<file path="src/rtl/phy_tx_serial.sv">
// ---------------------------------------------------------------------------
// phy_tx_serial : four-lane byte striper onto one MSB-first serial line
// Rev 1.0
// ---------------------------------------------------------------------------
`default_nettype none

module phy_tx_serial #(
  parameter logic [7:0] BC_SYMBOL   = 8'hBC,
  parameter int         SYNC_FRAMES = 1
) (
  input  logic       clk_32f,
  input  logic       rst,
  input  logic [7:0] data_in_0,
  input  logic [7:0] data_in_1,
  input  logic [7:0] data_in_2,
  input  logic [7:0] data_in_3,
  input  logic       valid_in_0,
  input  logic       valid_in_1,
  input  logic       valid_in_2,
  input  logic       valid_in_3,
  output logic       serial_out,
  output logic       load_out,
  output logic       active_out,
  output logic       idle_out
);

  localparam int         SYNC_W    = $clog2(SYNC_FRAMES + 1);
  localparam logic [0:0] ST_SYNC   = 1'b0;
  localparam logic [0:0] ST_ACTIVE = 1'b1;

  logic [0:0]        state_q, state_d;
  logic [2:0]        bit_cnt_q, bit_cnt_d;
  logic [1:0]        lane_cnt_q, lane_cnt_d;
  logic [7:0]        sh_q, sh_d;
  logic [2:0][7:0]   hold_q, hold_d;
  logic [2:0]        hold_v_q, hold_v_d;
  logic [SYNC_W-1:0] sync_cnt_q, sync_cnt_d;
  logic              active_q, active_d;
  logic              idle_q, idle_d;

  logic              byte_end;
  logic              fb;
  logic              sync_done;
  logic              load;
  logic [7:0]        next_byte;

  // State register (all flops)
  always_ff @(posedge clk_32f) begin
    if (rst) begin
      state_q    <= ST_SYNC;
      bit_cnt_q  <= 3'd7;
      lane_cnt_q <= 2'd3;
      sh_q       <= 8'h00;
      hold_q     <= {3{BC_SYMBOL}};
      hold_v_q   <= 3'b000;
      sync_cnt_q <= '0;
      active_q   <= 1'b0;
      idle_q     <= 1'b1;
    end else begin
      state_q    <= state_d;
      bit_cnt_q  <= bit_cnt_d;
      lane_cnt_q <= lane_cnt_d;
      sh_q       <= sh_d;
      hold_q     <= hold_d;
      hold_v_q   <= hold_v_d;
      sync_cnt_q <= sync_cnt_d;
      active_q   <= active_d;
      idle_q     <= idle_d;
    end
  end

  // Next-state logic. The first frame boundary after reset only starts the
  // preamble, so the switch happens once SYNC_FRAMES further boundaries passed.
  always_comb begin
    byte_end  = (bit_cnt_q == 3'd7);
    fb        = byte_end && (lane_cnt_q == 2'd3);
    sync_done = (sync_cnt_q == SYNC_W'(SYNC_FRAMES));
    state_d   = state_q;
    if ((state_q == ST_SYNC) && fb && sync_done) begin
      state_d = ST_ACTIVE;
    end
  end

  // Output and datapath logic
  always_comb begin
    load       = fb && ((state_q == ST_ACTIVE) || sync_done);
    bit_cnt_d  = bit_cnt_q + 3'd1;
    lane_cnt_d = byte_end ? lane_cnt_q + 2'd1 : lane_cnt_q;
    sync_cnt_d = sync_cnt_q;
    if ((state_q == ST_SYNC) && fb && !sync_done) begin
      sync_cnt_d = sync_cnt_q + SYNC_W'(1);
    end

    next_byte = BC_SYMBOL;
    if (load) begin
      next_byte = valid_in_0 ? data_in_0 : BC_SYMBOL;
    end else if (state_q == ST_ACTIVE) begin
      case (lane_cnt_q)
        2'd0:    next_byte = hold_v_q[0] ? hold_q[0] : BC_SYMBOL;
        2'd1:    next_byte = hold_v_q[1] ? hold_q[1] : BC_SYMBOL;
        2'd2:    next_byte = hold_v_q[2] ? hold_q[2] : BC_SYMBOL;
        default: next_byte = BC_SYMBOL;
      endcase
    end
    sh_d = byte_end ? next_byte : {sh_q[6:0], 1'b0};

    hold_d   = hold_q;
    hold_v_d = hold_v_q;
    idle_d   = idle_q;
    if (load) begin
      hold_d   = {data_in_3, data_in_2, data_in_1};
      hold_v_d = {valid_in_3, valid_in_2, valid_in_1};
      idle_d   = ~(valid_in_0 | valid_in_1 | valid_in_2 | valid_in_3);
    end
    active_d = (state_d == ST_ACTIVE);
  end

  assign serial_out = sh_q[7];
  assign load_out   = load;
  assign active_out = active_q;
  assign idle_out   = idle_q;

endmodule

`default_nettype wire

</file>
<file path="config.mk">
export PLATFORM = sky130hd
export DESIGN_NAME = phy_tx_serial
export DESIGN_NICKNAME = d
export VERILOG_FILES = /design/src/rtl/phy_tx_serial.sv
export SDC_FILE = /design/constraint.sdc
export NUM_CORES = 1
export LEC_CHECK = 0
export ABC_AREA = 1
export BUFFER_PORTS_ARGS = -buffer_cell sky130_fd_sc_hd__buf_2
export CORE_UTILIZATION = 50
export CTS_BUF_LIST = sky130_fd_sc_hd__clkbuf_8
export CTS_CLUSTER_DIAMETER = 40
export DETAILED_ROUTE_END_ITERATION = 7
export GPL_TIMING_DRIVEN = 0
export PLACE_DENSITY = 0.73
export SYNTH_ARGS = -nofsm -noshare
export SYNTH_HDL_FRONTEND = slang
export SYNTH_SLANG_ARGS = --single-unit
export TNS_END_PERCENT = 1
</file>
<file path="constraint.sdc">
create_clock -name clk_32f -period 1.4 [get_ports clk_32f]
set_input_delay 0 -clock clk_32f [delete_from_list [all_inputs] [get_ports clk_32f]]
set_output_delay 0 -clock clk_32f [all_outputs]
set_load 0.02 [all_outputs]
</file>
==> results of run 1 <==
## final timing paths
path | to | slack, ns | cells past startpoint
worst max register to register | sh_q[7]$_SDFF_PP0_ | -0.02 | 7
worst max-delay path | sh_q[7]$_SDFF_PP0_ | -0.02 | 7
worst min-delay path | sh_q[1]$_SDFF_PP0_ | 0.02 | 3
worst min register to register | bit_cnt_q[0]$_SDFF_PP1_ | 0.42 | 1
## stage by stage
stage                     setup TNS (ns)  power, uW
final                           -0.02553       2951
after global routing              -1.366       3119
after CTS                              0       2900
after detailed placement          -2.851       2068
after global placement            -3.111       2058
after floorplan                        0       1891
## synthesized netlist by cell type
| master | instances | area share (%) |
|---|---|---|
| buf_6 | 3 | 1.8 |
| buf_2 | 2 | 0.52 |
| ha_1 | 8 | 5.2 |
| nor2_4 | 1 | 0.59 |
| o21ai_0 | 29 | 7.6 |
| nand2_1 | 47 | 9.2 |
| a21oi_4 | 1 | 0.85 |
| a22oi_1 | 1 | 0.39 |
| clkbuf_1 | 3 | 0.59 |
| nor2_1 | 33 | 6.5 |
| buf_4 | 2 | 0.78 |
| dfxtp_1 | 43 | 45 |
| or2_2 | 2 | 0.65 |
| o21ai_4 | 1 | 0.85 |
| nor4_1 | 1 | 0.33 |
| inv_1 | 23 | 4.5 |
| nand2_2 | 1 | 0.33 |
| a21oi_1 | 29 | 7.6 |
| nand3_1 | 26 | 6.8 |
## layout make-up
class | instances | share of cell area [%]
Buffer | 10 | 3.260
Multi-Input combinational cell | 180 | 35.54
Inverter | 23 | 3.307
Sequential cell | 43 | 32.23
Clock buffer | 5 | 2.562
Timing Repair Buffer | 74 | 20.73
Clock inverter | 1 | 0.1397
Tap cell | 48 | 2.236
## registers in the layout, indices dropped and copies added, names as in the netlist
| signal | cells |
|---|---|
| active_out | 1 |
| bit_cnt_q | 3 |
| hold_q | 24 |
| hold_v_q | 3 |
| idle_out | 1 |
| lane_cnt_q | 2 |
| sh_q | 8 |
| sync_cnt_q | 1 |
## worst max-delay path, stage by stage (launching register included)
cell and delay, ns:
dfxtp_2 0.38, ha_1 0.22, nand2_4 0.10, a21oi_4 0.17, buf_6 0.17, a21oi_1 0.08
nand2_1 0.09, a21oi_1 0.07
## placed cells by master, fill, tap and decap left out, types with 2 or more instances in the layout
master,count
or2_2,2
nand3_1,25
nor2_1,32
dfxtp_2,4
a21oi_2,2
ha_4,2
buf_6,8
clkbuf_8,5
buf_2,40
a21oi_1,27
dlygate4sd3_1,30
ha_2,2
clkbuf_1,3
nand2_1,47
dfxtp_1,39
o21ai_0,23
ha_1,4
o21ai_1,6
inv_1,22
## power breakdown
part	total (uW)	internal, uW	switching, uW
Combinational	771	356	415
Sequential	1450	1360	88.3
Clock	728	326	402
Total	2950	2050	905
## routing by layer
metal / part of all wire [%] / GRT usage [%] / vias up / routed length [um]
met5: 0 / 0 / - / 0
met4: 2.4 / 11.36 / 0 / 118
met3: 4.2 / 5.536 / 15 / 208
met2: 48 / 45.08 / 52 / 2373
met1: 45 / 31.36 / 872 / 2209
li1: - / - / 994 / -
## kinds of logic (layout without fill, tap and decap cells)
logic type               after synthesis  count (layout)
AO/OA/AOI/OAI                         61              61
adder cells (fa/ha/maj)                8               8
buffers and inverters                 33             113
flip-flops                            43              43
AND/OR/NAND/NOR                      111             111
## repair_timing
item	CTS	global route
endpoints found under the setup margin	38	26
pin swaps	2	3
endpoints found under the hold margin	27	0
setup buffers	4	0
hold buffers	30	0
resized for setup	14	18
==> flow_metrics.py, run 1 <==
metrics = {
    "run_status": {
        "status": "complete, but fails checks",
        "violations": "setup timing",
    },
    "placement": {
        "numPortBuffers": 40,
        "gp_congestion": 0.8947,
        "place_ws_ns": -0.1591,
        "placed_area_um2": 2187,
        "dp_cells": 344,
        "dp_hpwl_mm": 3.150,
    },
    "logic_synthesis": {
        "seq_area_frac_synth_pct": 44.97,
        "synth_cell_types": 19,
        "syn_avg_cell_area_um2": 7.478,
        "synth_area_um2": 1914,
        "yosysWarnings": 0,
        "synthSimpleGateAreaFrac_pct": 24.38,
        "syn_nets": 302,
        "synth_top_family_by_area": "simple AND/OR/NAND/NOR gates",
        "syn-instance-count": 256,
        "synthMuxAreaShare_pct": 0,
        "yosys_register_bits": 43,
        "synth-xor-area-share_pct": 0,
        "synthAdderAreaFrac_pct": 5.229,
        "synth_compound_area_share_pct": 17.25,
    },
    "global_routing": {
        "grt_use_total_pct": 26.25,
        "grt-ovfl-total": 0,
        "first_global_vias": 1757,
        "grt_max_degree": 12,
        "grt_pass1_wl_mm": 8.086,
        "antenna_found_initial": 0,
    },
    "setup_path": {
        "cp-end-kind": "register",
        "critPathMaxFanout": 8,
        "worstPathArrival_ns": 1.58,
        "r2r-start": "lane_cnt_q[0]$_SDFFE_PP1N_",
        "crit_type": "register to register",
        "startpoint": "lane_cnt_q[0]$_SDFFE_PP1N_",
        "worstSetupStartpointType": "register",
        "critical_path_required_ns": 1.56,
    },
    "timing": {
        "fin_crit_sh_pct": 101.2,
        "max_slew.worst_pin.slew_ns": 0.5113,
        "finalCriticalPeriod_ns": 1.416,
        "final.setup.worst_slack_ns": -0.01635,
        "fin_skew_ns": 0.009018,
        "timing.final.hold_violations": 0,
        "fin_hold_ws_ns": 0.02351,
        "worst_slew_margin_rel_pct": 65.92,
        "finalSetupViolCount": 2,
        "rsz0062_at_grt": "yes",
        "slew_viol_final": 0,
        "max_freq_mhz": 706.0,
    },
    "layout": {
        "fill_cells": 291,
        "drive_above_1_share_pct": 22.62,
        "layoutNonFillerInstCount": 384,
        "multi_input_area_um2": 954.7,
        "final_net_count": 383,
        "areaGrowthSynthToFinish_pct": 40.33,
        "final_area_um2": 2686,
        "fin_util_pct": 73.38,
        "diodes": 0,
        "register_area_um2": 865.8,
    },
    "route": {
        "antenna_left": 0,
        "viasPerCell": 5.034,
        "drt-pass1-iter-count": 4,
        "drt_iter0_markers": 107,
        "wl_per_cell_um": 12.78,
        "vias": 1933,
        "wl_mm": 4.909,
        "drc": 0,
    },
    "clocking": {
        "cts_max_path_buffers": 2,
        "clk_pin_slew_worst_paths_ns": 0.07,
        "cts.sinks": 43,
        "clkLatencyLatePin_ns": 0.30,
        "cts_buffers": 5,
        "htreeDepth": 2,
        "clock-root-buffer": "clkbuf_8",
        "cts_tree": "yes",
    },
    "floorplan": {
        "fp-row-count": 22,
        "core_area_um2": 3661,
        "initial_core_util_pct": 52.29,
        "die_y_um": 63.88,
        "dieWidth_um": 63.88,
        "dieArea_um2": 4080,
        "ios": 42,
    },
    "run": {
        "cap_viol_max_count": 0,
    },
    "power_and_ir_drop": {
        "leakagePower_uw": 0.001225,
        "power.density_cell_area_nw_per_um2": 1099,
        "peakVddDrop_mv": 0.5942,
    },
    "min_path": {
        "worstHoldStart": "data_in_0[1]",
        "hp-class": "primary input to register",
    },
}
(Power assumes the default switching activity.)
==> run 2: changes to the inputs <==
--- a/config.mk
+++ b/config.mk
@@ -7,12 +7,12 @@
 export LEC_CHECK = 0
 export ABC_AREA = 1
 export BUFFER_PORTS_ARGS = -buffer_cell sky130_fd_sc_hd__buf_2
-export CORE_UTILIZATION = 50
+export CORE_UTILIZATION = 60
 export CTS_BUF_LIST = sky130_fd_sc_hd__clkbuf_8
 export CTS_CLUSTER_DIAMETER = 40
 export DETAILED_ROUTE_END_ITERATION = 7
 export GPL_TIMING_DRIVEN = 0
-export PLACE_DENSITY = 0.73
+export PLACE_DENSITY = 0.83
 export SYNTH_ARGS = -nofsm -noshare
 export SYNTH_HDL_FRONTEND = slang
 export SYNTH_SLANG_ARGS = --single-unit
==> constraint.sdc (replaced) <==
create_clock -name clk_32f -period 1.75 [get_ports clk_32f]
set_input_delay 0 -clock clk_32f [delete_from_list [all_inputs] [get_ports clk_32f]]
set_output_delay 0 -clock clk_32f [all_outputs]
set_load 0.02 [all_outputs]
==> flow_metrics.py, run 2 (synthesized netlist as in run 1, its figures left out) <==
metrics = {
    "run_status": {
        "status": "complete, no violations",
    },
    "layout": {
        "final_net_count": 379,
        "largestRegisters": "hold_q (24), sh_q (8)",
        "fill_cells": 190,
        "final_area_um2": 2580,
        "fin_util_pct": 85.21,
        "mostFrequentLayoutCells": "47 x nand2_1, 43 x dfxtp_1, 42 x buf_2",
        "final_common_cell": "nand2_1",
        "largest_reg_flops": 24,
        "register_area_um2": 860.8,
        "top_register": "hold_q",
        "areaGrowthSynthToFinish_pct": 34.77,
        "multi_input_area_um2": 909.6,
        "diodes": 0,
        "drive_above_1_share_pct": 18.56,
    },
    "route": {
        "wl_mm": 4.950,
        "drt_iter0_markers": 112,
        "viasPerCell": 5.241,
        "vias": 1981,
        "wl_per_cell_um": 13.10,
        "antenna_left": 0,
        "drc": 0,
        "drt-pass1-iter-count": 4,
    },
    "timing": {
        "max_freq_mhz": 630.3,
        "final.setup.worst_slack_ns": 0.1633,
        "fin_tns_setup_ns": 0,
        "fin_skew_ns": 0.008066,
        "finalSetupViolCount": 0,
        "max_slew.worst_pin.slew_ns": 0.5418,
        "timing.final.hold_violations": 0,
        "worst_slew_margin_rel_pct": 63.88,
        "fin_crit_sh_pct": 90.67,
        "slew_viol_final": 0,
        "finalCriticalPeriod_ns": 1.587,
        "rsz0062_at_grt": "no",
    },
    "floorplan": {
        "fp-row-count": 20,
        "ios": 42,
        "dieArea_um2": 3421,
        "die_y_um": 58.49,
        "initial_core_util_pct": 63.22,
        "core_area_um2": 3028,
        "dieWidth_um": 58.49,
    },
    "clocking": {
        "cts_buffers": 5,
        "clock-root-buffer": "clkbuf_8",
        "cts_tree": "yes",
        "htreeDepth": 2,
        "cts.sinks": 43,
        "clkLatencyLatePin_ns": 0.29,
        "cts_max_path_buffers": 2,
        "clk_pin_slew_worst_paths_ns": 0.08,
    },
    "placement": {
        "numPortBuffers": 40,
        "placed_area_um2": 2170,
        "place_ws_ns": 0.07122,
        "dp_hpwl_mm": 3.135,
        "gp_congestion": 0.8262,
    },
    "power_and_ir_drop": {
        "peakVddDrop_mv": 0.6981,
        "leakagePower_uw": 0.001208,
        "clkPwrFrac_pct": 28.2,
        "power.density_cell_area_nw_per_um2": 922.8,
        "power.share.sequential_pct": 48.6,
        "switching_power_uw": 697.5,
        "switching_share_pct": 29.30,
        "internal_power_uw": 1683,
        "combPwrFrac_pct": 23.1,
    },
    "global_routing": {
        "antenna_found_initial": 0,
        "grt_use_total_pct": 30.77,
        "first_global_vias": 1856,
        "grt_pass1_wl_mm": 7.872,
        "grt_max_degree": 13,
        "grt-ovfl-total": 0,
    },
    "setup_path": {
        "critPathMaxFanout": 8,
        "worstPathArrival_ns": 1.74,
        "worstSetupStartpointType": "register",
        "critical_path_required_ns": 1.90,
        "crit_type": "register to register",
        "cp-end-kind": "register",
    },
    "min_path": {
        "hp-class": "primary input to register",
    },
    "run": {
        "cap_viol_max_count": 0,
    },
}
==> run 2: cell type report <==
class	instances	area share [%]
clock inverters	1	0.1455
plain buffers	10	2.716
flip-flops and latches	43	33.37
well taps	44	2.134
repair buffers	70	19.30
inverters	23	3.346
multi-input cells	180	35.26
clock buffers	7	3.734
==> run 2: power groups by stage <==
stage,sequential [uW],combinational (uW),clock [uW]
final,1160,551,672
after floorplan,1170,336,0
after CTS,1150,531,673
after global placement,1170,460,0
after global routing,1170,618,715
after detailed placement,1170,473,0
==> run 2: worst paths after layout <==
check	cells after the start	slack [ns]	from	to
worst min-delay path	3	0.02	valid_in_3	hold_v_q[2]$_SDFFE_PP0P_
worst max-delay path	8	0.16	bit_cnt_q[0]$_SDFF_PP1_	sh_q[4]$_SDFF_PP0_
worst min register to register	1	0.40	bit_cnt_q[0]$_SDFF_PP1_	bit_cnt_q[0]$_SDFF_PP1_
worst max register to register	8	0.16	bit_cnt_q[0]$_SDFF_PP1_	sh_q[4]$_SDFF_PP0_
==> run 2: metal layers <==
layer | share of wire, % | vias to the layer above | wire length, um | global-route usage, %
met2 | 52 | 64 | 2555 | 55.83
met4 | 2.9 | 0 | 145 | 15.31
li1 | - | 989 | - | -
met3 | 4.5 | 19 | 223 | 5.055
met1 | 41 | 909 | 2025 | 34.81
met5 | 0 | - | 0 | 0
==> run 2: what timing repair did <==
action                                  in CTS  in global routing
endpoints found under the hold margin       28                  0
gates resized for setup                      0                  2
endpoints found under the setup margin       1                 25
hold buffers                                29                  0
buffers inserted                             1                  0
==> run 2: worst max-delay path, cell delays in order (launching register included) <==
cell,delay (ns)
dfxtp_1,0.32
ha_1,0.22
ha_4,0.19
nand2_2,0.10
nand3_1,0.21
nor2_1,0.19
nand3_1,0.10
nand2_1,0.07
a21oi_1,0.05
==> run 2: stage by stage <==
step / power, uW / cells / hold slack [ns]
2_1_floorplan: 1503 / 256 / 0.1132
3_3_place_gp: 1631 / 340 / 0.1963
3_5_place_dp: 1647 / 340 / 0.2003
4_1_cts: 2357 / 378 / 0.02438
5_1_grt: 2501 / 378 / 0.03274
6_report: 2381 / 378 / 0.02341
